File: src/rtl/cdb_arbiter_rr_pkg.sv
// cdb_arbiter_rr_pkg: shared sizing, packet types and helpers for the completion bus
// Contents: default FU counts, port count, queue depth, field widths,
//   CDB request / broadcast / ROB completion packet types and their flat widths.
package cdb_arbiter_rr_pkg;
  localparam int NUM_FU_ALU  = 2;
  localparam int NUM_FU_MULT = 1;
  localparam int NUM_FU_LOAD = 1;
  localparam int N           = 2;
  localparam int CDB_QDEPTH  = 2;
  localparam int PRN_W       = 6;
  localparam int ROB_W       = 5;
  localparam int XLEN        = 32;
  typedef struct packed {
    logic [ROB_W-1:0] robn;
    logic [PRN_W-1:0] dest_prn;
    logic [XLEN-1:0]  value;
    logic             take_branch;
    logic [XLEN-1:0]  target_addr;
  } cdb_req_packet_t;
  typedef struct packed {
    logic [PRN_W-1:0] dest_prn;
    logic [XLEN-1:0]  value;
  } cdb_packet_t;
  typedef struct packed {
    logic [ROB_W-1:0] robn;
    logic             executed;
    logic             branch_taken;
    logic [XLEN-1:0]  target_addr;
  } fu_rob_packet_t;
  localparam int REQ_W     = $bits(cdb_req_packet_t);
  localparam int CDB_W     = $bits(cdb_packet_t);
  localparam int ROB_PKT_W = $bits(fu_rob_packet_t);
  // Index width that stays at least one bit wide for single-entry structures.
  function automatic int clog2_min1(input int n);
    return (n > 1) ? $clog2(n) : 1;
  endfunction
endpackage

File: src/rtl/cdb_arbiter_rr_grant.sv
// rr_multi_grant: round-robin scan granting up to popcount(port_enable) requesters
// Ports: i_req (nonempty queues), i_rr_ptr (scan start), i_port_enable (usable ports),
//   o_port_grant (one-hot source per port), o_src_grant (granted sources),
//   o_next_rr_ptr (one past the last winner, or i_rr_ptr when nothing is granted).
module rr_multi_grant import cdb_arbiter_rr_pkg::*; #(
  parameter  int NUM_SRC   = 4,
  parameter  int NUM_PORTS = 2,
  localparam int PTR_W     = clog2_min1(NUM_SRC)
) (
  input  logic [NUM_SRC-1:0]                  i_req,
  input  logic [PTR_W-1:0]                    i_rr_ptr,
  input  logic [NUM_PORTS-1:0]                i_port_enable,
  output logic [NUM_PORTS-1:0][NUM_SRC-1:0]   o_port_grant,
  output logic [NUM_SRC-1:0]                  o_src_grant,
  output logic [PTR_W-1:0]                    o_next_rr_ptr
);
  logic [PTR_W:0]   w_sum;
  logic [PTR_W-1:0] w_idx;
  int               w_seen;
  int               w_rank;
  // The n-th requester met in scan order is paired with the n-th enabled port;
  // requesters beyond the enabled-port count find no matching rank and lose.
  always_comb begin
    o_port_grant  = '0;
    o_src_grant   = '0;
    o_next_rr_ptr = i_rr_ptr;
    w_sum         = '0;
    w_idx         = '0;
    w_seen        = 0;
    w_rank        = 0;
    for (int k = 0; k < NUM_SRC; k++) begin
      w_sum = {1'b0, i_rr_ptr} + (PTR_W+1)'(k);
      w_idx = (w_sum >= (PTR_W+1)'(NUM_SRC)) ? PTR_W'(w_sum - (PTR_W+1)'(NUM_SRC)) : PTR_W'(w_sum);
      if (i_req[w_idx]) begin
        w_rank = 0;
        for (int j = 0; j < NUM_PORTS; j++) begin
          if (i_port_enable[j]) begin
            if (w_rank == w_seen) begin
              o_port_grant[j][w_idx] = 1'b1;
              o_src_grant[w_idx]     = 1'b1;
              o_next_rr_ptr          = (w_idx == PTR_W'(NUM_SRC - 1)) ? '0 : w_idx + PTR_W'(1);
            end
            w_rank++;
          end
        end
        w_seen++;
      end
    end
  end
endmodule

File: src/rtl/cdb_arbiter_rr.sv
// cdb_arbiter_rr: per-source result FIFOs feeding a multi-port round-robin completion bus
// Ports: clock/reset (sync, active-high); src_valid/src_packet/src_ready per FU source;
//   port_enable masks broadcast ports; squash flushes every queue;
//   cdb_valid/cdb_output to PRF and RS, fu_rob_packet to ROB; occupancy per queue.
module cdb_arbiter_rr import cdb_arbiter_rr_pkg::*; #(
  parameter  int NUM_SRC   = NUM_FU_ALU + NUM_FU_MULT + NUM_FU_LOAD,
  parameter  int NUM_PORTS = N,
  parameter  int QDEPTH    = CDB_QDEPTH,
  localparam int PTR_W     = clog2_min1(NUM_SRC),
  localparam int AW        = clog2_min1(QDEPTH),
  localparam int CW        = $clog2(QDEPTH + 1)
) (
  input  logic                                clock,
  input  logic                                reset,
  input  logic [NUM_SRC-1:0]                  src_valid,
  input  logic [NUM_SRC-1:0][REQ_W-1:0]       src_packet,
  output logic [NUM_SRC-1:0]                  src_ready,
  input  logic [NUM_PORTS-1:0]                port_enable,
  input  logic                                squash,
  output logic [NUM_PORTS-1:0]                cdb_valid,
  output logic [NUM_PORTS-1:0][CDB_W-1:0]     cdb_output,
  output logic [NUM_PORTS-1:0][ROB_PKT_W-1:0] fu_rob_packet,
  output logic [NUM_SRC-1:0][CW-1:0]          occupancy
);
  cdb_req_packet_t                     r_mem [NUM_SRC][QDEPTH];
  logic [AW-1:0]                       r_head [NUM_SRC];
  logic [AW-1:0]                       r_tail [NUM_SRC];
  logic [CW-1:0]                       r_count [NUM_SRC];
  logic [PTR_W-1:0]                    r_rr_ptr;
  logic [NUM_SRC-1:0]                  w_req;
  logic [NUM_SRC-1:0]                  w_push;
  logic [NUM_SRC-1:0]                  w_grant;
  logic [PTR_W-1:0]                    w_next_rr;
  logic [NUM_PORTS-1:0][NUM_SRC-1:0]   w_port_grant;
  cdb_req_packet_t                     w_head_pkt [NUM_SRC];
  cdb_req_packet_t                     w_sel [NUM_PORTS];
  // Requests are masked in squash and reset cycles, which suppresses every grant,
  // every pop and any rr_ptr movement without a separate override path.
  always_comb begin
    for (int i = 0; i < NUM_SRC; i++) begin
      w_req[i]      = (r_count[i] != '0) && !squash && !reset;
      src_ready[i]  = (r_count[i] < CW'(QDEPTH)) && !squash && !reset;
      w_push[i]     = src_valid[i] && src_ready[i];
      w_head_pkt[i] = r_mem[i][r_head[i]];
      occupancy[i]  = r_count[i];
    end
  end
  rr_multi_grant #(
    .NUM_SRC   (NUM_SRC),
    .NUM_PORTS (NUM_PORTS)
  ) u_grant (
    .i_req         (w_req),
    .i_rr_ptr      (r_rr_ptr),
    .i_port_enable (port_enable),
    .o_port_grant  (w_port_grant),
    .o_src_grant   (w_grant),
    .o_next_rr_ptr (w_next_rr)
  );
  // AND-OR one-hot select: an ungranted port ORs nothing and so drives zeros.
  always_comb begin
    for (int j = 0; j < NUM_PORTS; j++) begin
      w_sel[j] = '0;
      for (int i = 0; i < NUM_SRC; i++) w_sel[j] = w_sel[j] | ({REQ_W{w_port_grant[j][i]}} & w_head_pkt[i]);
      cdb_valid[j]     = |w_port_grant[j];
      cdb_output[j]    = {w_sel[j].dest_prn, w_sel[j].value};
      fu_rob_packet[j] = {w_sel[j].robn, cdb_valid[j], w_sel[j].take_branch, w_sel[j].target_addr};
    end
  end
  always_ff @(posedge clock) begin
    for (int i = 0; i < NUM_SRC; i++) if (w_push[i]) r_mem[i][r_tail[i]] <= cdb_req_packet_t'(src_packet[i]);
  end
  always_ff @(posedge clock) begin
    if (reset || squash) begin
      for (int i = 0; i < NUM_SRC; i++) begin
        r_head[i]  <= '0;
        r_tail[i]  <= '0;
        r_count[i] <= '0;
      end
      r_rr_ptr <= '0;
    end else begin
      for (int i = 0; i < NUM_SRC; i++) begin
        if (w_push[i]) r_tail[i] <= (r_tail[i] == AW'(QDEPTH - 1)) ? '0 : r_tail[i] + AW'(1);
        if (w_grant[i]) r_head[i] <= (r_head[i] == AW'(QDEPTH - 1)) ? '0 : r_head[i] + AW'(1);
        r_count[i] <= r_count[i] + CW'(w_push[i]) - CW'(w_grant[i]);
      end
      r_rr_ptr <= w_next_rr;
    end
  end
endmodule

File: config.mk
export PLATFORM = sky130hd
export DESIGN_NAME = cdb_arbiter_rr
export DESIGN_NICKNAME = d
export VERILOG_FILES = /design/src/rtl/cdb_arbiter_rr_pkg.sv /design/src/rtl/cdb_arbiter_rr_grant.sv /design/src/rtl/cdb_arbiter_rr.sv
export SDC_FILE = /design/constraint.sdc
export NUM_CORES = 1
export LEC_CHECK = 0
export CORE_ASPECT_RATIO = 0.8
export CORE_MARGIN = 2
export CORE_UTILIZATION = 40
export DETAILED_ROUTE_END_ITERATION = 8
export MAX_ROUTING_LAYER = met4
export PLACE_DENSITY = 0.73
export SLEW_MARGIN = 20
export SYNTH_ARGS = -nofsm -noshare
export SYNTH_HDL_FRONTEND = slang
export SYNTH_SLANG_ARGS = --single-unit
File: constraint.sdc
create_clock -name clock -period 10.88 [get_ports clock]
set_clock_uncertainty 0.2 [all_clocks]
set_input_delay 2.72 -clock clock [delete_from_list [all_inputs] [get_ports clock]]
set_output_delay 2.72 -clock clock [all_outputs]
set_load 0.01 [all_outputs]
# Word level (Yosys, flattened, before mapping)
# Memories as Yosys holds them, arrays and structs flattened.
# Index checks and enable logic that the tools add are counted.
# classes
addsub	29
eq_ne	7
reduce_logical	41
order_cmp	28
n_mux	164
bitwise_logic	47
# ops
operator	n
two-way mux 76 bit	16
bitwise AND 76 bit	8
two-way mux 152 bit	4
bitwise OR 76 bit	6
demux 76 bit (select 1 bit)	4
two-way mux 32 bit	6
two-way mux 4 bit	37
zero test 32 bit	4
== test 32 bit	2
two-way mux 2 bit	32
two-way mux 1 bit	53
bitwise OR 4 bit	13
adder 32 x 2 -> 32 bit, second input constant	1
== test 32 x 2 -> 1 bit	1
two-way mux 8 bit	4
logical AND 1 bit	28
greater-or-equal comparator 2 bit, second input constant	8
inverter 1 -> 2 bit	8
< comparator 2 x 3 -> 1 bit, second input constant	4
bitwise OR 1 bit	12
greater-or-equal comparator 3 bit, second input constant	3
adder 1 bit, second input constant	8
adder 2 x 1 -> 2 bit	4
adder 2 x 1 -> 2 bit, second input constant	4
16 further kinds	46
# totals
memories	4
output_inout_bits	168
inputBits	313
wordCells	321
mem_bits_rw	624
regBits	2
# memory_table
name	words	width	read_ports	rd_clocked_by_memory_dff	wr	line	rtl
r_mem	4	152	4	0	4	cdb_arbiter_rr.sv:25	cdb_req_packet_t r_mem [NUM_SRC][QDEPTH];
r_count	4	2	4	0	4	cdb_arbiter_rr.sv:28	logic [CW-1:0] r_count [NUM_SRC];
r_head	4	1	4	0	4	cdb_arbiter_rr.sv:26	logic [AW-1:0] r_head [NUM_SRC];
r_tail	4	1	4	0	4	cdb_arbiter_rr.sv:27	logic [AW-1:0] r_tail [NUM_SRC];

# Logic depth before layout (Yosys ltp)
# logic_depth
word_depth	40
depth_mapped	21
mapped_depth_nobuf	18

# Cells and area by module
# A second synthesis with hierarchy kept.
# hier_totals
cells_unflattened	1716
area_unflattened_um2	27263.6
# by_module_without_submodules
mod	n_inst	area_per_inst_um2	seq_area_each_um2	cells_each
cdb_arbiter_rr	1	26258.9	18697.9	1577
rr_multi_grant	1	1004.7	0.0	139

# Worst setup path after synthesis
# No wires, ideal clock.
# synth_timing
kind	input to output
start	input port squash
end	output port fu_rob_packet[33] (netlist bit)
t_required_ns	7.960
path_buffers	6
arrival_time_ns	5.763
slack_ns	2.197
path_stages	15
cell_sequence	or2_1 buf_4 nor2_1 mux4_2 buf_2 buf_2 ha_1 clkbuf_1 nand2_1 nor4_4 nor2_1 o221ai_2 buf_6 or4_1 buf_4
# synth_between
elab_chain_len	19
elab_cells_between_ends	39
classes_between	2 x add/sub; 21 x mux; 3 x bitwise; 13 x reduce/logical
# synth_lines
item	line	rtl
start: declaration	cdb_arbiter_rr.sv:19	input logic squash,
zero test 1 bit *	cdb_arbiter_rr.sv:41	w_req[i] = (r_count[i] != '0) && !squash && !reset;
branches (longest 16 deep; another with adder 32 x 2 -> 32 bit)	n/a	
two-way mux 8 bit *	cdb_arbiter_rr_grant.sv:34	if (i_req[w_idx]) begin
OR reduction 4 bit *	cdb_arbiter_rr.sv:64	cdb_valid[j] = |w_port_grant[j];
end: declaration	cdb_arbiter_rr.sv:22	output logic [NUM_PORTS-1:0][ROB_PKT_W-1:0] fu_rob_packet,
# Every way passes the cells marked *. The select of a mux whose other input is x is not followed.

==> results_dict.tcl <==
set metrics [dict create \
    leakage_nw 11.9 \
    required_ns 7.96 \
    ctsResizeCount 0 \
    fmax_mhz 94.8 \
    status "complete, no violations" \
    setup_tns_ns 0 \
    placed_area_um2 33800 \
    dp.final_hpwl_um 57000 \
    power_density_nw_per_um2 146 \
    clock_latency_ns 0.58 \
    syn2layout_area_growth_pct 28.7 \
    setup_violations 0 \
    root_buffer "clkbuf_16" \
    min_period_ns 10.55 \
    ant_nets 0 \
    yosys_most_used_dff "edfxtp_1" \
    design_area_um2 35800 \
    yosys.area.top_type_share 0.664 \
    hold_buffers 0 \
    synthCells 1943 \
    antenna_found_initial 16 \
    drt_iter0_drc 2455 \
    firstDrtPassIters 6 \
    final_common_cell "edfxtp_1" \
    clk_pin_slew_ns 0.06 \
    synthArstFlopShare 0 \
    syn-cell-area_um2 27900 \
    final_cell_mix "edfxtp_1 (616), clkdlybuf4s50_1 (480), mux2_2 (304), o21ai_0 (287), nand2_1 (187)" \
    fp.dieH_um 240 \
    hold_class "reg -> reg" \
    synth_nets 2274 \
    dp_slack_ns 0.494 \
    io_buffers 480 \
    ys_ff_latch 626 \
    grt-ovfl-total 0 \
    drc_errors 0 \
    synth_area_leader_cell "edfxtp_1" \
    final_cell_count_no_fill 3374 \
    num_rows 86 \
    h-tree-depth 3 \
    timing.final.hold_violations 0 \
    seq_area_um2 18700 \
    ir_drop_uv 114 \
    grt_usage 0.258 \
    cp-start-kind "input pin" \
    dp_cells 3238 \
    finalWeightedCongestion 0.876 \
    initial_core_util 0.404 \
    wl_per_cell_um 27.8 \
    coreArea_um2 68900 \
    dieArea_um2 71800 \
    grt_max_degree 79 \
    num-fill-cells 5670 \
    utilization 0.521 \
    drive_above_1_share 0.196 \
    drt-total-wl_um 93700 \
    synthTopCellsByArea "edfxtp_1 (66%), mux2_2 (12%), o21ai_0 (5.2%)" \
    end_kind "primary output" \
    finalWorstSetupSlack_ns 0.331 \
    ys_warn_count 0 \
    worstSetupPathType "in -> out" \
    ys_seq_area_frac 0.671 \
    slew_headroom 0.216 \
    postSynthAreaPerCell_um2 14.3 \
    chipWidth_um 299 \
    final_nets 2714 \
    post_cts_buffers 0 \
    tightest_slew_ns 1.18 \
    vias_per_cell 6.07 \
    clock_sinks 626 \
    num_io_pins 481 \
    slew_violations 0 \
    numCtsBuffers 67 \
    fin_crit_sh 0.970 \
    drv_cap 0 \
    rsz0062_at_grt "no" \
    grt_pass1_wl_um 132000 \
    first_global_vias 20675 \
    cts_tree "built" \
    cts_buffer_depth 3 \
    vias 20490 \
    multiInputGateArea_um2 8510 \
    cp.arrival_ns 7.63 \
    synth_cell_types 68 \
    synth_edf_count 616 \
    worstPathMaxFanout 62 \
]
## through the flow
stage	hold slack, ns	power (mW)
global placement	0.389	3.12
floorplan	0.346	2.91
global route	0.471	5.37
CTS	0.445	5.26
finish	0.434	5.22
detailed placement	0.427	3.13
## per-layer routing
layer  wire length [um]  share of wire  track usage
met1              36100           0.39        0.320
met3              11100           0.12       0.0731
met4               3490          0.037       0.0982
met2              42900           0.46        0.401
met5                  0              0            -
## cell usage after synthesis (all sizes together), types with 6 or more instances
| master | n |
|---|---|
| and3 | 8 |
| inv | 23 |
| o221ai | 7 |
| a21oi | 7 |
| mux2 | 304 |
| buf | 47 |
| o21ai | 312 |
| and2 | 6 |
| nor2 | 44 |
| o211ai | 8 |
| nand2 | 187 |
| nor3 | 14 |
| nand4 | 81 |
| a222oi | 78 |
| dfxtp | 10 |
| ha | 18 |
| edfxtp | 616 |
| clkbuf | 107 |
## area by class of cell
| cell class | instances | area share |
|---|---|---|
| inverter | 24 | 0.00258 |
| multi-input combinational | 1139 | 0.237 |
| antenna | 20 | 0.00140 |
| sequential | 626 | 0.522 |
| tap | 924 | 0.0322 |
| clock buffer | 83 | 0.0493 |
| timing repair buffer | 525 | 0.149 |
| clock inverter | 33 | 0.00695 |
## state kept, by name, summed over array words and instances, names as in the netlist
signal and count:
r_tail 4, r_rr_ptr 2, r_count 8, r_head 4, r_mem 608
## critical path, stage by stage
cell	delay, ns
clkdlybuf4s50_1	0.49
or2_1	0.38
nor4_1	0.16
or4_4	0.66
ha_1	0.43
xnor2_1	0.24
nand2_1	0.09
nor3_2	0.28
a22o_4	0.92
buf_4	0.39
o21ai_0	0.15
nand4_1	0.14
clkdlybuf4s50_1	0.54
## power breakdown
group | total [mW] | switching [mW] | internal [mW]
combinational | 0.364 | 0.177 | 0.187
clock | 2.14 | 0.932 | 1.21
sequential | 2.72 | 0.0132 | 2.71
total | 5.22 | 1.12 | 4.10
## cells by family (layout without fill, tap and decap cells)
kind of cell	Yosys count	count (layout)	share of synthesized area
flops	626	626	0.671
compound gates	444	444	0.102
simple gates	360	360	0.0615
mux	307	307	0.125
buf+inv	178	665	0.0287
fa+ha+maj	19	19	0.00845
xor+xnor	9	9	0.00283
other cells	0	20	0
## path summary, 6_finish.rpt
check / endpoint / cells past startpoint / slack [ns] / startpoint
setup / recovery: fu_rob_packet[47] / 13 / 0.33 / squash
hold / removal: r_count[1][1] / 2 / 0.43 / r_count[1][1]
setup reg to reg: r_count[1][1] / 16 / 5.32 / r_rr_ptr[0]
hold reg to reg: r_count[1][1] / 2 / 0.43 / r_count[1][1]
Note: power is estimated with default switching activity, not from simulation.
